<file path="src/rtl/uart_rx_if.sv">
// Byte-stream handshake from uart_rx to its downstream consumer, plus fault pulses.
// A transfer happens on any cycle with valid && ready; data and valid hold steady until it does.
interface uart_rx_if #(
    parameter int DW = 8
);
    logic [DW-1:0] data;
    logic          valid;
    logic          ready;
    logic          frame_err;
    logic          overrun;

    modport master (output data, valid, frame_err, overrun, input ready);
    modport slave  (input data, valid, frame_err, overrun, output ready);
endinterface

</file>
<file path="src/rtl/uart_rx.sv">
// 8N1 LSB-first serial receiver with a one-byte holding register on its output.
// Framing and overrun faults are reported as single-cycle pulses.
module uart_rx #(
    parameter int CLKS_PER_BIT = 868,
    parameter int DW           = 8
) (
    input  logic         clk,
    input  logic         rst,
    input  logic         rx,
    uart_rx_if.master    bus,
    output logic [1:0]   dbg_state
);
    localparam int CW = $clog2(CLKS_PER_BIT);
    localparam int IW = (DW > 1) ? $clog2(DW) : 1;
    localparam logic [CW-1:0] HALF_TERM = CW'(CLKS_PER_BIT / 2 - 1);
    localparam logic [CW-1:0] BIT_TERM  = CW'(CLKS_PER_BIT - 1);
    localparam logic [IW-1:0] LAST_IDX  = IW'(DW - 1);

    typedef enum logic [1:0] {
        IDLE  = 2'd0,
        START = 2'd1,
        DATA  = 2'd2,
        STOP  = 2'd3
    } state_t;

    state_t        state;
    logic          sync1;
    logic          rx_sync;
    logic          rx_prev;
    logic [CW-1:0] cnt;
    logic [IW-1:0] idx;
    logic [DW-1:0] shreg;
    logic          stop_term;
    logic          deliver;

    assign dbg_state = state;
    assign stop_term = (state == STOP) && (cnt == BIT_TERM);
    assign deliver   = stop_term && rx_sync;

    always_ff @(posedge clk or posedge rst) begin
        if (rst) begin
            sync1         <= 1'b1;
            rx_sync       <= 1'b1;
            rx_prev       <= 1'b1;
            state         <= IDLE;
            cnt           <= '0;
            idx           <= '0;
            shreg         <= '0;
            bus.data      <= '0;
            bus.valid     <= 1'b0;
            bus.frame_err <= 1'b0;
            bus.overrun   <= 1'b0;
        end else begin
            sync1         <= rx;
            rx_sync       <= sync1;
            rx_prev       <= rx_sync;
            bus.frame_err <= 1'b0;
            bus.overrun   <= 1'b0;

            case (state)
                IDLE: begin
                    cnt <= '0;
                    // Only a falling edge arms the receiver, so a held-low line stays idle.
                    if (rx_prev && !rx_sync) begin
                        state <= START;
                    end
                end
                START: begin
                    if (cnt == HALF_TERM) begin
                        cnt <= '0;
                        if (!rx_sync) begin
                            state <= DATA;
                            idx   <= '0;
                        end else begin
                            state <= IDLE;
                        end
                    end else begin
                        cnt <= cnt + 1'b1;
                    end
                end
                DATA: begin
                    if (cnt == BIT_TERM) begin
                        cnt        <= '0;
                        shreg[idx] <= rx_sync;
                        if (idx == LAST_IDX) begin
                            state <= STOP;
                        end else begin
                            idx <= idx + 1'b1;
                        end
                    end else begin
                        cnt <= cnt + 1'b1;
                    end
                end
                STOP: begin
                    if (stop_term) begin
                        cnt   <= '0;
                        state <= IDLE;
                        if (!rx_sync) begin
                            bus.frame_err <= 1'b1;
                        end
                    end else begin
                        cnt <= cnt + 1'b1;
                    end
                end
                default: begin
                    state <= IDLE;
                    cnt   <= '0;
                end
            endcase

            // A new byte may replace the held one only if the held one leaves this cycle.
            if (deliver) begin
                if (!bus.valid || bus.ready) begin
                    bus.data  <= shreg;
                    bus.valid <= 1'b1;
                end else begin
                    bus.overrun <= 1'b1;
                end
            end else if (bus.valid && bus.ready) begin
                bus.valid <= 1'b0;
            end
        end
    end
endmodule

</file>
<file path="src/flat_wrapper.sv">
// flat-port wrapper written by rule: the top's interface ports become plain ports
module uart_rx_flat 
#(
    parameter int CLKS_PER_BIT = 868,
    parameter int DW           = 8
)
  (clk, rst, rx, dbg_state, bus_data, bus_valid, bus_frame_err, bus_overrun, bus_ready);
  uart_rx_if #(.DW(DW)) bus_i ();
  input  logic clk;
  input  logic rst;
  input  logic rx;
  output logic [1:0] dbg_state;
  output wire logic [$bits(bus_i.data)-1:0] bus_data;
  output wire logic [$bits(bus_i.valid)-1:0] bus_valid;
  output wire logic [$bits(bus_i.frame_err)-1:0] bus_frame_err;
  output wire logic [$bits(bus_i.overrun)-1:0] bus_overrun;
  input wire logic [$bits(bus_i.ready)-1:0] bus_ready;
  assign bus_data = bus_i.data;
  assign bus_valid = bus_i.valid;
  assign bus_frame_err = bus_i.frame_err;
  assign bus_overrun = bus_i.overrun;
  assign bus_i.ready = bus_ready;
  uart_rx #(.CLKS_PER_BIT(CLKS_PER_BIT), .DW(DW)) u_core (.clk(clk), .rst(rst), .rx(rx), .bus(bus_i), .dbg_state(dbg_state));
endmodule
</file>
<file path="config.mk">
export PLATFORM = sky130hd
export DESIGN_NAME = uart_rx_flat
export DESIGN_NICKNAME = d
export VERILOG_FILES = /design/src/rtl/uart_rx_if.sv /design/src/rtl/uart_rx.sv /design/src/flat_wrapper.sv
export SDC_FILE = /design/constraint.sdc
export NUM_CORES = 1
export LEC_CHECK = 0
export ABC_AREA = 1
export ABC_CLOCK_PERIOD_IN_PS = 1750
export CAP_MARGIN = 20
export CELL_PAD_IN_SITES_DETAIL_PLACEMENT = 1
export CELL_PAD_IN_SITES_GLOBAL_PLACEMENT = 2
export CORE_MARGIN = 2
export CORE_UTILIZATION = 34
export DETAILED_ROUTE_END_ITERATION = 12
export GPL_ROUTABILITY_DRIVEN = 0
export PLACE_DENSITY_LB_ADDON = 0.08
export SLEW_MARGIN = 20
export SYNTH_ARGS = -nofsm -noshare
export SYNTH_HDL_FRONTEND = slang
export SYNTH_SLANG_ARGS = --single-unit
</file>
<file path="constraint.sdc">
create_clock -name clk -period 1.75 [get_ports clk]
set_input_delay 0.175 -clock clk [delete_from_list [all_inputs] [get_ports clk]]
set_output_delay 0.175 -clock clk [all_outputs]
set_load 0.05 [all_outputs]
</file>
After elaboration in Yosys (flattened, before gate mapping)
Cells that the tools add are included.
{"block": "totals", "register_bits": 37, "latch_bits": 0, "mem_bits_rw": 0, "mem_bits_ro": 0, "wordCells": 72, "mem_count": 0}
{"block": "classes", "add_sub_neg": 2, "n_mul": 0, "n_div": 0, "order_cmp": 2, "eq_ne": 14, "shift": 0, "muxes": 27, "bitwise_logic": 0, "n_reduce_logical": 16}
{"op": "$pmux 10 s4", "count": 1}
{"op": "$mux 10", "count": 3}
{"op": "$mux 2", "count": 6}
{"op": "$mux 3", "count": 4}
{"op": "$add 10x1->10 const B", "count": 1}
{"op": "$eq 10x10->1 const B", "count": 1}
{"op": "$eq 10x9->1 const B", "count": 1}
{"op": "$ne 2x1->1 const B", "count": 5}
{"op": "$reduce_and 5->1", "count": 2}
{"op": "$mux 1", "count": 9}
{"op": "$bwmux 8", "count": 1}
{"op": "$pmux 2 s4", "count": 1}
{"op": "$ne 2x2->1 const B", "count": 3}
{"op": "$pmux 3 s2", "count": 1}
{"op": "$reduce_and 2->1", "count": 3}
{"op": "$logic_and 1x1->1", "count": 5}
{"op": "$eq 2x2->1 const B", "count": 2}
{"op": "$lt 3x4->1 const B", "count": 1}
{"op": "$reduce_bool 2->1", "count": 2}
{"op": "$add 3x1->3 const B", "count": 1}
{"op": "$demux 1 s3", "count": 1}
{"op": "$eq 3x3->1 const B", "count": 1}
{"op": "$ge 3x1->1 const B", "count": 1}
{"op": "$eq 2x1->1 const B", "count": 1}
{"op": "other kinds (3)", "count": 4}

Longest topological paths before layout
{"block": "logic_depth", "word_depth": 5, "ltp_mapped": 11, "mapped_depth_nobuf": 11}

Worst setup path after synthesis
Ideal clock, no wire load.
{"block": "synth_path", "kind": "reg-to-reg", "from": "register (tool-made name)", "to": "register u_core.shreg[0]", "setup_time_ns": 0.120, "arrival_ns": 1.556, "t_required_ns": 1.630, "path_slack_ns": 0.075, "path_stages_with_launch": 8, "path_buffers": 0, "path_cell_list": "dfrtp_1 -> inv_1 -> nor2_2 -> nand2_2 -> nor3_1 -> nand2_1 -> o21ai_0 -> inv_1"}
{"element": "end signal: indexed assignment", "line": "uart_rx.sv:84", "source": "shreg[idx] <= rx_sync;"}
{"element": "end: declaration", "line": "uart_rx.sv:32", "source": "logic [DW-1:0] shreg;"}

Worst setup path in the final report
{"block": "layout_path", "from": "register u_core.bus.data[4]", "to": "output port bus_data[4]"}
{"element": "start: declaration", "line": "uart_rx_if.sv:12", "source": "modport master (output data, valid, frame_err, overrun, input ready);"}
{"element": "start signal: assignment", "line": "uart_rx.sv:114", "source": "bus.data <= shreg;"}
{"element": "end: declaration", "line": "flat_wrapper.sv:13", "source": "output wire logic [$bits(bus_i.data)-1:0] bus_data;"}
No word-level cell between the ends.

==> key figures <==
CTS
  – Clk pin slew, worst setup/hold paths: 0.07 ns
  – # Post-CTS Setup Buffers: 0
  – Clock Path Buffers: 2
  – CTS tree: yes
  – CTS H-tree lvls: 2
  – Root Driver: clkbuf_8
  – TritonCTS Sinks: 37
  – Worst skew pair latency: 0.28 ns
  – Clock buffer count from CTS: 5
  – Cts hold-fix bufs: 0

Synth
  – Synth Area in XOR/XNOR: 0.00482
  – Post-synthesis adder-cell area fraction: 0.0275
  – Post-synthesis register bit count: 37
  – Net Count, Synth: 231
  – Netlist area before placement: 1820 µm²
  – Share of the synthesized area in the top cell type: 0.468
  – Sequential cell area fraction in the yosys report: 0.512
  – Synth cell types: 21
  – Warnings from Yosys: 0
  – Cells after Synth: 223
  – Post-Syn Area per Cell: 8.15 µm²
  – Top cells by area, synth: dfrtp_1 (47%), nand2_1 (11%), inv_1 (8.5%), nor2_1 (4.5%), dfstp_2 (4.3%)
  – Simple-gate area share of the yosys netlist: 0.260
  – Area leader, netlist: dfrtp_1
  – Compound-Gate Fraction of Synth Area: 0.103
  – Post-synthesis mux area share: 0
  – Main combinational cell family by area after synthesis: simple AND/OR/NAND/NOR gates

Setup path
  – Data arrival, critical path: 1.47 ns
  – Worst r2r src: u_core.cnt[0]
  – CP Class: reg2out
  – CP Launch Type: register
  – Worst path required time: 1.57 ns
  – Slowest cell delay on critical path: 0.82 ns
  – CP delay by family, top: buffers and inverters
  – Worst setup EP type: output pin
  – CP cell instances: clkdlybuf4s50_1
  – Critical-path top delay cell: clkdlybuf4s50_1
  – Crit path buf inv count: 1
  – Worst-path fanout max: 2
  – Worst setup path startpoint: u_core.bus.data[4]

Cells and area
  – Diode count: 0
  – Fill count: 669
  – Ratio of cells with drive above 1 in the final layout: 0.172
  – Nets: 257
  – Area Growth Syn to Fin: 22.0%

Floorplanning
  – DIE AREA: 5940 µm²
  – Core Region: 5140 µm²
  – Die H: 77.1 µm
  – Die X: 77.1 µm
  – # rows: 26
  – I/O Pins: 17
  – Initial cell density of the core: 0.353

Power
  – Clock power frac: 0.285
  – Flop pwr share: 0.440
  – Sw frac: 0.357
  – Overall Power: 2.27 mW
  – Worst vdd ir: 689 µV
  – Pint: 1.46 mW
  – Power Density: 1020 nW/µm²
  – Comb pwr share: 0.275
  – P_leak: 0.993 nW
  – Switching power: 808 µW

GRT
  – Largest net degree at the start of global routing: 38
  – Tot GR Track Use: 0.147
  – Vias in the first global route: 1476
  – Initial antenna violation count: 0
  – Final global-route overflow total: 0
  – First-pass GRT wire length: 6890 µm

Detailed routing
  – DRC: 0
  – Drt total wl: 4020 µm
  – WL per Instance: 12.6 µm
  – 1st-pass router iterations: 2
  – DR iter-0 viols: 58
  – Via count: 1476
  – Post-DRT Antenna Nets: 0
  – Via density: 4.61

STA
  – # setup viols final: 0
  – Sum Neg Setup Slack: 0 ns
  – Slew HR: 0.658
  – RSZ-0062 raised after global routing: false
  – Tmin final: 1.64 ns
  – Period utilisation layout: 0.940
  – Max Clk Rate: 0.608 GHz
  – Hold WS: 0.293 ns
  – Max Clock Skew: 0.00373 ns
  – Slew @ Worst Pin: 0.512 ns
  – Final max-slew violation count: 0
  – Hold Fails Final Rpt: 0

Worst hold path
  – Hold crit path type: in2reg
  – Min-delay src: rx

Outcome
  – Status: complete, no violations

Job
  – Max cap viols: 0

Placement
  – IO buf count: 16
  – Post-DP HPWL: 3130 µm
-- power groups by stage --
stage                     sequential (mW)  combinational (mW)  clock (mW)
after global routing                 1.01               0.707       0.713
after detailed placement             1.01               0.613           0
after global placement               1.01               0.581           0
after floorplan                      1.06               0.370           0
after CTS                           0.997               0.615       0.670
final                               0.996               0.624       0.646
-- synth_stat cells --
library cell	instances
nor3b_1	1
nor3_2	1
nor3_1	10
nand4_1	4
nand3_2	1
nand2_1	51
inv_1	41
buf_6	1
xor2_1	1
ha_1	4
o21ai_2	9
o21a_1	1
o21ai_0	12
nor2_2	2
clkbuf_1	1
nand3_1	13
nand2_2	3
dfstp_2	3
dfrtp_1	34
nor2_1	22
a21oi_1	8
-- sequential cells by signal (all words and copies together) (netlist names), named ones only --
register and flops:
u_core.bus.data 8, u_core.bus.frame_err 1, u_core.bus.overrun 1, u_core.bus.valid 1
u_core.cnt 10, u_core.dbg_state 1, u_core.idx 3, u_core.rx_prev 1
u_core.rx_sync 1, u_core.shreg 8, u_core.sync1 1
-- repair_timing --
item | 4_1_cts | 5_1_grt
hold endpoints to repair | 0 | 0
setup endpoints to repair | 0 | 15
resized for setup | 0 | 9
-- metrics by stage --
| stage | utilization | worst slack [ns] | instances | cell area, µm² |
|---|---|---|---|---|
| 3_3_place_gp | 0.405 | 0.134 | 312 | 2080 |
| 2_1_floorplan | - | 0.0746 | 223 | 1820 |
| 4_1_cts | 0.425 | 0.0514 | 320 | 2180 |
| 3_5_place_dp | 0.405 | 0.0784 | 312 | 2080 |
| 6_report | 0.431 | 0.105 | 320 | 2220 |
| 5_1_grt | 0.431 | 0.0152 | 320 | 2220 |
-- area by class of cell --
type	count	area, µm²	area share
inverters	41	154	0.0694
well taps	70	87.6	0.0395
repair buffers	21	193	0.0869
flip-flops and latches	37	930	0.419
clock buffers	7	96.3	0.0435
multi-input cells	143	752	0.339
clock inverters	1	5.00	0.00226
-- metal layers --
| metal | share of wire | track usage |
|---|---|---|
| met5 | 0 | 0 |
| met2 | 0.45 | 0.232 |
| met1 | 0.50 | 0.198 |
| met3 | 0.032 | 0.0341 |
| met4 | 0.016 | 0.0536 |
-- placed cells by master, fill, tap and decap left out, drive strengths merged --
cell type / n
a21oi: 8
buf: 7
clkbuf: 7
clkdlybuf4s50: 14
clkinv: 1
dfrtp: 34
dfstp: 3
ha: 4
inv: 41
nand2: 54
nand3: 14
nand4: 4
nor2: 24
nor3: 11
nor3b: 1
o21a: 1
o21ai: 21
xor2: 1
-- cells by family (layout without fill, tap and decap cells) --
kind of cell	Yosys count	in the layout
AO/OA/AOI/OAI	30	30
XOR/XNOR	1	1
adder cells (fa/ha/maj)	4	4
buffers and inverters	43	70
flip-flops	37	37
AND/OR/NAND/NOR	108	108
-- final timing paths --
check,end,slack [ns],cells after the start
max in group asynchronous,u_core.rx_sync,1.09,3
min in group asynchronous,u_core.cnt[9],0.31,3
min reg2reg,u_core.rx_sync,0.36,0
max,bus_data[4],0.11,1
max reg2reg,u_core.bus.data[6],0.18,7
min,u_core.sync1,0.29,1
(Power assumes the default switching activity.)
